===== src/rtl/bnn_pkg.sv =====
// Shared definitions for the BNN inference pipeline: the state bus encoding
// seen by every layer block, image geometry and result width.
package bnn_pkg;

  // State bus encoding, decoded directly by the layer blocks.
  localparam logic [2:0] S_IDLE    = 3'b000;
  localparam logic [2:0] S_LOAD    = 3'b001;
  localparam logic [2:0] S_LAYER_1 = 3'b010;
  localparam logic [2:0] S_LAYER_2 = 3'b011;
  localparam logic [2:0] S_LAYER_3 = 3'b100;
  localparam logic [2:0] S_RESULT  = 3'b101;
  localparam logic [2:0] S_ERROR   = 3'b111;

  // 784 binary pixels packed eight per byte.
  localparam int IMG_BEATS = 98;
  localparam int BEAT_W    = 7;
  localparam int CLASS_W   = 4;

  typedef enum logic [2:0] {
    ST_IDLE    = S_IDLE,
    ST_LOAD    = S_LOAD,
    ST_LAYER_1 = S_LAYER_1,
    ST_LAYER_2 = S_LAYER_2,
    ST_LAYER_3 = S_LAYER_3,
    ST_RESULT  = S_RESULT,
    ST_ERROR   = S_ERROR
  } seq_state_e;

endpackage


===== src/rtl/bnn_watchdog.sv =====
// Per-state cycle counter. Cleared on every state change, counts while
// enabled, and stops at its last value so it can never wrap back to zero.
module bnn_watchdog #(
  parameter int TIMEOUT_CYC = 1024
) (
  input  logic clk,
  input  logic rst,
  input  logic clr,
  input  logic en,
  output logic expire
);

  localparam int CW = (TIMEOUT_CYC > 1) ? $clog2(TIMEOUT_CYC) : 1;

  logic [CW-1:0] count;

  // Count cycles spent in the current state; hold once the limit is reached.
  always_ff @(posedge clk) begin
    if (rst || clr) begin
      count <= '0;
    end else if (en && !expire) begin
      count <= count + 1'b1;
    end
  end

  assign expire = (count == CW'(TIMEOUT_CYC - 1));

endmodule


===== src/rtl/bnn_layer_sequencer.sv =====
// Top-level controller: loads a binarised image into the image buffer, walks
// the shared state bus through the three layers, captures the class result,
// and watches each layer for a hang.
//
// Handshake: an image byte is accepted on any rising edge where
// pix_valid && pix_ready; pix_ready is high exactly while in LOAD, and the
// accepted byte is written to the buffer in that same cycle.
module bnn_layer_sequencer
  import bnn_pkg::*;
#(
  parameter int TIMEOUT_CYC = 1024
) (
  input  logic               clk,
  input  logic               rst,
  input  logic               start,
  input  logic               abort,
  input  logic               pix_valid,
  input  logic [7:0]         pix_data,
  output logic               pix_ready,
  output logic               img_wr_en,
  output logic [BEAT_W-1:0]  img_wr_addr,
  output logic [7:0]         img_wr_data,
  output logic [2:0]         state,
  output logic               layer_clr,
  input  logic               l1_done,
  input  logic               l2_done,
  input  logic               l3_done,
  input  logic [CLASS_W-1:0] class_in,
  output logic [CLASS_W-1:0] class_out,
  output logic               class_valid,
  output logic               busy,
  output logic               err
);

  seq_state_e        state_q;
  seq_state_e        state_d;
  logic [BEAT_W-1:0] beat;
  logic              accept;
  logic              last_beat;
  logic              in_layer;
  logic              wd_expire;

  assign accept    = (state_q == ST_LOAD) && pix_valid;
  assign last_beat = (beat == BEAT_W'(IMG_BEATS - 1));
  assign in_layer  = (state_q == ST_LAYER_1) || (state_q == ST_LAYER_2) ||
                     (state_q == ST_LAYER_3);

  // Next-state logic; abort overrides every other transition.
  always_comb begin
    state_d = state_q;
    case (state_q)
      ST_IDLE:    if (start) state_d = ST_LOAD;
      ST_LOAD:    if (accept && last_beat) state_d = ST_LAYER_1;
      ST_LAYER_1: if (l1_done) state_d = ST_LAYER_2;
                  else if (wd_expire) state_d = ST_ERROR;
      ST_LAYER_2: if (l2_done) state_d = ST_LAYER_3;
                  else if (wd_expire) state_d = ST_ERROR;
      ST_LAYER_3: if (l3_done) state_d = ST_RESULT;
                  else if (wd_expire) state_d = ST_ERROR;
      ST_RESULT:  state_d = ST_IDLE;
      ST_ERROR:   state_d = ST_ERROR;
      default:    state_d = ST_IDLE;
    endcase
    if (abort) state_d = ST_IDLE;
  end

  // State register plus the one-cycle clear pulse for the first LOAD cycle.
  always_ff @(posedge clk) begin
    if (rst) begin
      state_q   <= ST_IDLE;
      layer_clr <= 1'b0;
    end else begin
      state_q   <= state_d;
      layer_clr <= (state_q == ST_IDLE) && (state_d == ST_LOAD);
    end
  end

  // Image byte counter; returns to zero after the last byte or on abort.
  always_ff @(posedge clk) begin
    if (rst || abort) begin
      beat <= '0;
    end else if (accept) begin
      beat <= last_beat ? '0 : beat + 1'b1;
    end
  end

  // Class capture on the edge that enters RESULT; held until the next result.
  always_ff @(posedge clk) begin
    if (rst) begin
      class_out <= '0;
    end else if (state_q == ST_LAYER_3 && state_d == ST_RESULT) begin
      class_out <= class_in;
    end
  end

  bnn_watchdog #(
    .TIMEOUT_CYC (TIMEOUT_CYC)
  ) u_watchdog (
    .clk    (clk),
    .rst    (rst),
    .clr    ((state_d != state_q) || abort),
    .en     (in_layer),
    .expire (wd_expire)
  );

  assign state       = state_q;
  assign pix_ready   = (state_q == ST_LOAD);
  assign img_wr_en   = accept;
  assign img_wr_addr = beat;
  assign img_wr_data = accept ? pix_data : 8'h00;
  assign class_valid = (state_q == ST_RESULT);
  assign busy        = (state_q != ST_IDLE) && (state_q != ST_ERROR);
  assign err         = (state_q == ST_ERROR);

endmodule


===== config.mk =====
export PLATFORM = sky130hd
export DESIGN_NAME = bnn_layer_sequencer
export DESIGN_NICKNAME = d
export VERILOG_FILES = /design/src/rtl/bnn_pkg.sv /design/src/rtl/bnn_watchdog.sv /design/src/rtl/bnn_layer_sequencer.sv
export SDC_FILE = /design/constraint.sdc
export NUM_CORES = 1
export LEC_CHECK = 0
export ABC_AREA = 0
export CAP_MARGIN = 20
export CORE_ASPECT_RATIO = 1.25
export CORE_MARGIN = 2
export CORE_UTILIZATION = 45
export DETAILED_ROUTE_END_ITERATION = 16
export MAX_ROUTING_LAYER = met4
export PLACE_DENSITY = 0.8
export SETUP_SLACK_MARGIN = 0.2
export SYNTH_ARGS = -nofsm -noshare
export SYNTH_HDL_FRONTEND = slang
export SYNTH_SLANG_ARGS = --single-unit

===== constraint.sdc =====
create_clock -name clk -period 2.2 [get_ports clk]
set_clock_uncertainty 0.1 [all_clocks]
set_input_delay 0.33 -clock clk [delete_from_list [all_inputs] [get_ports clk]]
set_output_delay 0.33 -clock clk [all_outputs]
set_load 0.02 [all_outputs]

Word level (Yosys, flattened, before mapping)
Index checks and enable logic that the tools add are counted.
Word-level totals
  memory bits (writable): 0
  register bits: 25
  output and inout port bits: 28
  latch bits: 0
  memories: 0
  bits in read-only memories: 0
Operators by class
  muxes and demuxes: 10
  multipliers: 0
  add/sub/neg operators: 2
  shifts and indexed selects: 0
  equal/unequal tests: 12
  divide/modulo/power cells: 0
  bitwise logic cells: 0
  magnitude comparators: 0
  reduce and logical (&&, ||, !) cells: 14
Operator list (count)
  3-bit 2-to-1 mux: 7
  3-bit one-hot mux with 6 select lines: 1
  3-bit equality test, second input constant: 4
  10-bit by 1-bit adder with 10-bit output, second input constant: 1
  10-bit equality test, second input constant: 1
  8-bit 2-to-1 mux: 1
  7-bit by 1-bit adder with 7-bit output, second input constant: 1
  7-bit equality test, second input constant: 1
  7-bit 2-to-1 mux: 1
  3-bit by 1-bit equality test with 1-bit output, second input constant: 2
  3-bit by 2-bit equality test with 1-bit output, second input constant: 2
  1-bit logical AND: 6
  1-bit logical OR: 5
  3-bit zero test: 1
  3-bit inequality test: 1
  3-bit inequality test, second input constant: 1
  3-bit nonzero test: 1
  1-bit zero test: 1

Longest topological paths before layout
  depth after elaboration: 9
  depth in mapped cells: 8
  depth with buffers taken out: 6

By module
A second synthesis with hierarchy kept.
Unflattened totals
  cells, all modules: 178
  area total of the unflattened synthesis: 1496.4 µm²
Modules (own cells, without submodules)
  bnn_layer_sequencer: cells each 110, area each 903.4 µm², times used 1
  bnn_watchdog: cells each 68, area each 593.1 µm², times used 1

Worst setup path before layout
OpenSTA, ideal clock, no wires.
  path kind: flip-flop to flip-flop
  from: register state_q[0] (netlist: state[0])
  to: register class_out[0]
  period minus slack after synthesis: 2.375 ns
  buffers on the path: 1
  library setup time: 0.072 ns
  data arrival time: 2.204 ns
  cell stages (with the launch flop): 7
  path slack: -0.175 ns
  cell sequence: dfxtp_1 buf_4 inv_2 nor3_1 a21bo_2 a2111oi_4 mux2i_1
Between the ends
  word-level cells in the longest chain between the ends: 8
  elaborated cells on any way between the ends: 18
RTL lines
  start: declaration: line bnn_layer_sequencer.sv:35  | seq_state_e state_q;
  start signal: assignment: line bnn_layer_sequencer.sv:73  | state_q <= state_d;
  3-bit by 1-bit equality test with 1-bit output (*)
  via pix_ready: line bnn_layer_sequencer.sv:19  | output logic pix_ready,
  1-bit logical AND: line bnn_layer_sequencer.sv:43  | assign accept = (state_q == ST_LOAD) && pix_valid;
  1-bit logical AND: line bnn_layer_sequencer.sv:53  | ST_LOAD: if (accept && last_beat) state_d = ST_LAYER_1;
  3-bit 2-to-1 mux: line bnn_layer_sequencer.sv:53
  3-bit one-hot mux with 6 select lines (*): line bnn_layer_sequencer.sv:51  | case (state_q)
  3-bit 2-to-1 mux (*): line bnn_layer_sequencer.sv:64  | if (abort) state_d = ST_IDLE;
  3-bit equality test (*): line bnn_layer_sequencer.sv:91  | end else if (state_q == ST_LAYER_3 && state_d == ST_RESULT) begin
  1-bit logical AND (*): line bnn_layer_sequencer.sv:91
  end signal: assignment: line bnn_layer_sequencer.sv:92  | class_out <= class_in;
  end: declaration: line bnn_layer_sequencer.sv:29  | output logic [CLASS_W-1:0] class_out,
The timed path passes the listed nets; every way through them passes the cells marked *.
A chain may end at the register's enable or synchronous reset.

Final worst setup path
  from: register state_q[2] (netlist: state[2])
  to: output busy
Between the ends
  word-level cells in the longest chain between the ends: 2
  elaborated cells on any way between the ends: 3
RTL lines
  3-bit inequality test / 3-bit nonzero test (equally long branches): line bnn_layer_sequencer.sv:112  | assign busy = (state_q != ST_IDLE) && (state_q != ST_ERROR);
  1-bit logical AND (*): line bnn_layer_sequencer.sv:112
  end: declaration: line bnn_layer_sequencer.sv:31  | output logic busy,
Mark *: on every way between the ends. The rest lies on a longest branch, timed or not.

==> flow_summary.ini <==
[min_path]
whs_path_depth = 2
worst_hold_path_type = flop to flop
min_from = class_out[3]$_SDFFE_PP0P_
hold_end = class_out[3]$_SDFFE_PP0P_

[cts]
htree_num_levels = 1
clk_pin_slew_worst_paths_ns = 0.14
clkLatencyLatePin_ns = 0.32
cts_tree = done
holdBufCountCts = 0
cts.sinks = 25
cts_buffers = 3
cts-root-buf = clkbuf_4
max-clock-path-buffers = 2

[timing]
tightest_slew_ns = 0.269
period_needed_ns = 2.00
hold_viol = 0
hold_slack_ns = 0.391
rsz0062_at_grt = yes
fmax_ghz = 0.500
finalWorstSetupSlack_ns = 0.199
drv_slew = 0
finalCritPeriodShare_pct = 91.0
setup_viol = 0
slew_headroom_pct = 82.1

[worst_setup_path]
crit_chain = buf_4 > nand3_1 > inv_1 > nor2_1 > dlygate4sd2_1
cp-start-kind = flop
reg2reg_depth = 7
critical_path.top_delay_family = buffers and inverters
cp-end-kind = primary output
startpoint = state[2]$_SDFF_PP0_
reg2reg_from = u_watchdog.count[1]$_SDFFE_PP0P_
crit_required_ns = 1.77
arrival_ns = 1.57
reg2reg_slack_ns = 0.22
slowest_delay_ns = 0.47
cp_max_fo = 7
slowest_stage = dfxtp_2
worstSetupPathType = flop to primary output
rr_endpoint = class_out[3]$_SDFFE_PP0P_
cp_num_buf_inv = 3

[power_and_ir_drop]
p_per_area_mw_per_mm2 = 364
swShare_pct = 24.0
p_sw_mw = 0.187
clkPwrFrac_pct = 26.2
power_leakage_nw = 0.809
vdd_ir_drop_max_mv = 0.241
p_seq_share_pct = 58.3
p_int_mw = 0.594
power_frac_comb_pct = 15.5

[die]
fp.dieH_um = 66.9
num_rows = 22
initial_core_util_pct = 47.9
ios = 48
core_mm2 = 0.00297
die_area_mm2 = 0.00363
die_x_um = 54.3

[global_route]
grt_max_degree = 15
grt_antenna_before_repair = 0
grt_use_total_pct = 23.4
grt_pass1_wl_um = 6110
grt_overflow = 0
grt_pass1_vias = 1407

[routing]
ant_nets = 0
num_vias = 1416
wire_per_inst_um = 14.0
drtIter0Drc = 46
drc = 0
routed_wl_um = 3670
routed_via_density = 5.38
first_pass_iters = 4

[layout]
drive_above_1_share_pct = 26.9
nets = 251
layout_commonest_cell = clkdlybuf4s50_1
fill_cells = 223
synthToLayoutAreaGrowth_pct = 51.0
stdcell_count = 263
final_core_util_pct = 72.3
diodes = 0
final_cell_mix = 34 x clkdlybuf4s50_1, 24 x buf_4, 18 x dfxtp_1, 12 x nor2_1, 12 x xor2_1
fin_area_mm2 = 0.00215

[placement]
dpl-instance-area_mm2 = 0.00205
place.port_buffers = 47
routabilityCongestion = 0.873
hpwl_um = 2760
dpl.cell_count = 253
preCtsSetupSlack_ns = -0.253

[synth]
syn_inst = 161
ys_ff_latch = 25
avgSynthCellArea_um2 = 8.84
netlist-cell-type-count = 41
yosysWarningCount = 0
ys_seq_area_share_pct = 35.2
syn_nets = 184
synth_area_mm2 = 0.00142

[run_status]
outcome = finished, final reports clean

[run]
drv_cap = 0
[worst min-delay path: stages, from the launching register on]
cell	delay, ns
dfxtp_1	0.34
nand2b_1	0.06
mux2i_1	0.06
[kinds of logic (layout without fill, tap and decap cells)]
group | after synthesis | in the layout | synth area share, %
DFF | 25 | 25 | 35.2
adders and majority gates | 3 | 3 | 2.64
buffers and inverters | 12 | 78 | 3.69
and+or+nand+nor | 70 | 70 | 28.8
xor gates and xnor gates | 15 | 15 | 9.24
AOI/OAI and AO/OA | 30 | 30 | 16.2
muxes | 6 | 6 | 4.31
[metrics by stage]
| stage | total power, mW | setup TNS, ns |
|---|---|---|
| final | 0.782 | 0 |
| after detailed placement | 0.584 | -2.09 |
| after CTS | 0.783 | 0 |
| after global placement | 0.583 | -1.83 |
| after global routing | 0.810 | 0 |
| after floorplan | 0.515 | 0 |
[power by group through the flow]
stage / clock network (mW) / registers [mW] / logic [mW]
2_1_floorplan: 0 / 0.470 / 0.0449
3_3_place_gp: 0 / 0.468 / 0.115
3_5_place_dp: 0 / 0.468 / 0.116
4_1_cts: 0.211 / 0.458 / 0.114
5_1_grt: 0.224 / 0.456 / 0.130
6_report: 0.205 / 0.456 / 0.121
[sequential cells by signal, summed over array words and instances, names as in the netlist]
| name | cells |
|---|---|
| img_wr_addr | 7 |
| layer_clr | 1 |
| class_out | 4 |
| u_watchdog.count | 10 |
| state | 3 |
[layer usage]
metal	wire [µm]	global-route usage, %
met5	0	-
met4	49	6.56
met3	159	3.14
met2	1870	40.7
met1	1590	27.6
[final cells by class]
type / instances / area, µm² / area share, %
Multi-Input combinational cell: 124 / 948 / 44.1
Timing Repair Buffer: 69 / 597 / 27.8
Sequential cell: 25 / 512 / 23.8
Tap cell: 36 / 45.0 / 2.10
Clock buffer: 3 / 22.5 / 1.05
Inverter: 5 / 18.8 / 0.874
Clock inverter: 1 / 5.00 / 0.233
[repair_timing]
item                                    CTS  global route
gates cloned                              0             1
resized for setup                        53             9
pin swaps                                 1             4
setup buffers                             2             3
endpoints found under the setup margin   27            26
[Yosys cell counts]
library cell  instances  area share, %
nand3_4               1            1.2
nor2b_1               2           0.88
nor3b_1               1           0.53
and4_4                1           0.79
nand4_1               7            3.1
a2bb2oi_1             1           0.62
inv_1                 4            1.1
a31oi_1               3            1.3
nand2b_1             10            4.4
a21o_1                3            1.6
nand2_1               8            2.1
mux2_2                1           0.79
nand3_1               6            2.1
a31o_2                1           0.62
inv_2                 1           0.26
nor2_1               12            3.2
a21boi_0              1           0.53
nor3_1                2           0.70
buf_2                 3            1.1
ha_1                  3            2.6
buf_4                 1           0.53
nor4bb_1              2            1.4
clkbuf_1              3           0.79
o311a_4               1            1.5
or3b_1                1           0.62
and2_1               10            4.4
xnor2_1               3            1.8
and3_1                4            1.8
o21ai_0               2           0.70
mux2i_1               5            3.5
dfxtp_1              25             35
a21bo_2               1           0.70
nor4b_1               1           0.62
a21oi_1              11            3.9
a211o_1               1           0.62
and3_2                1           0.53
xor2_1               12            7.4
a32oi_1               1           0.62
a211oi_1              3            1.6
a2111oi_4             1            1.9
or2_2                 1           0.44
[how the worst max path moves through the flow]
stage	endpoint	slack [ns]	depth (start not counted)
finish	busy	0.20	5
global route	class_out[2]$_SDFFE_PP0P_	0.1	7
CTS	class_out[1]$_SDFFE_PP0P_	0.15	7
detailed placement	img_wr_data[7]	-0.25	5
global placement	img_wr_data[0]	-0.22	5
floorplan	class_out[0]$_SDFFE_PP0P_	0.20	7
Power figures use the tool's default switching activity.
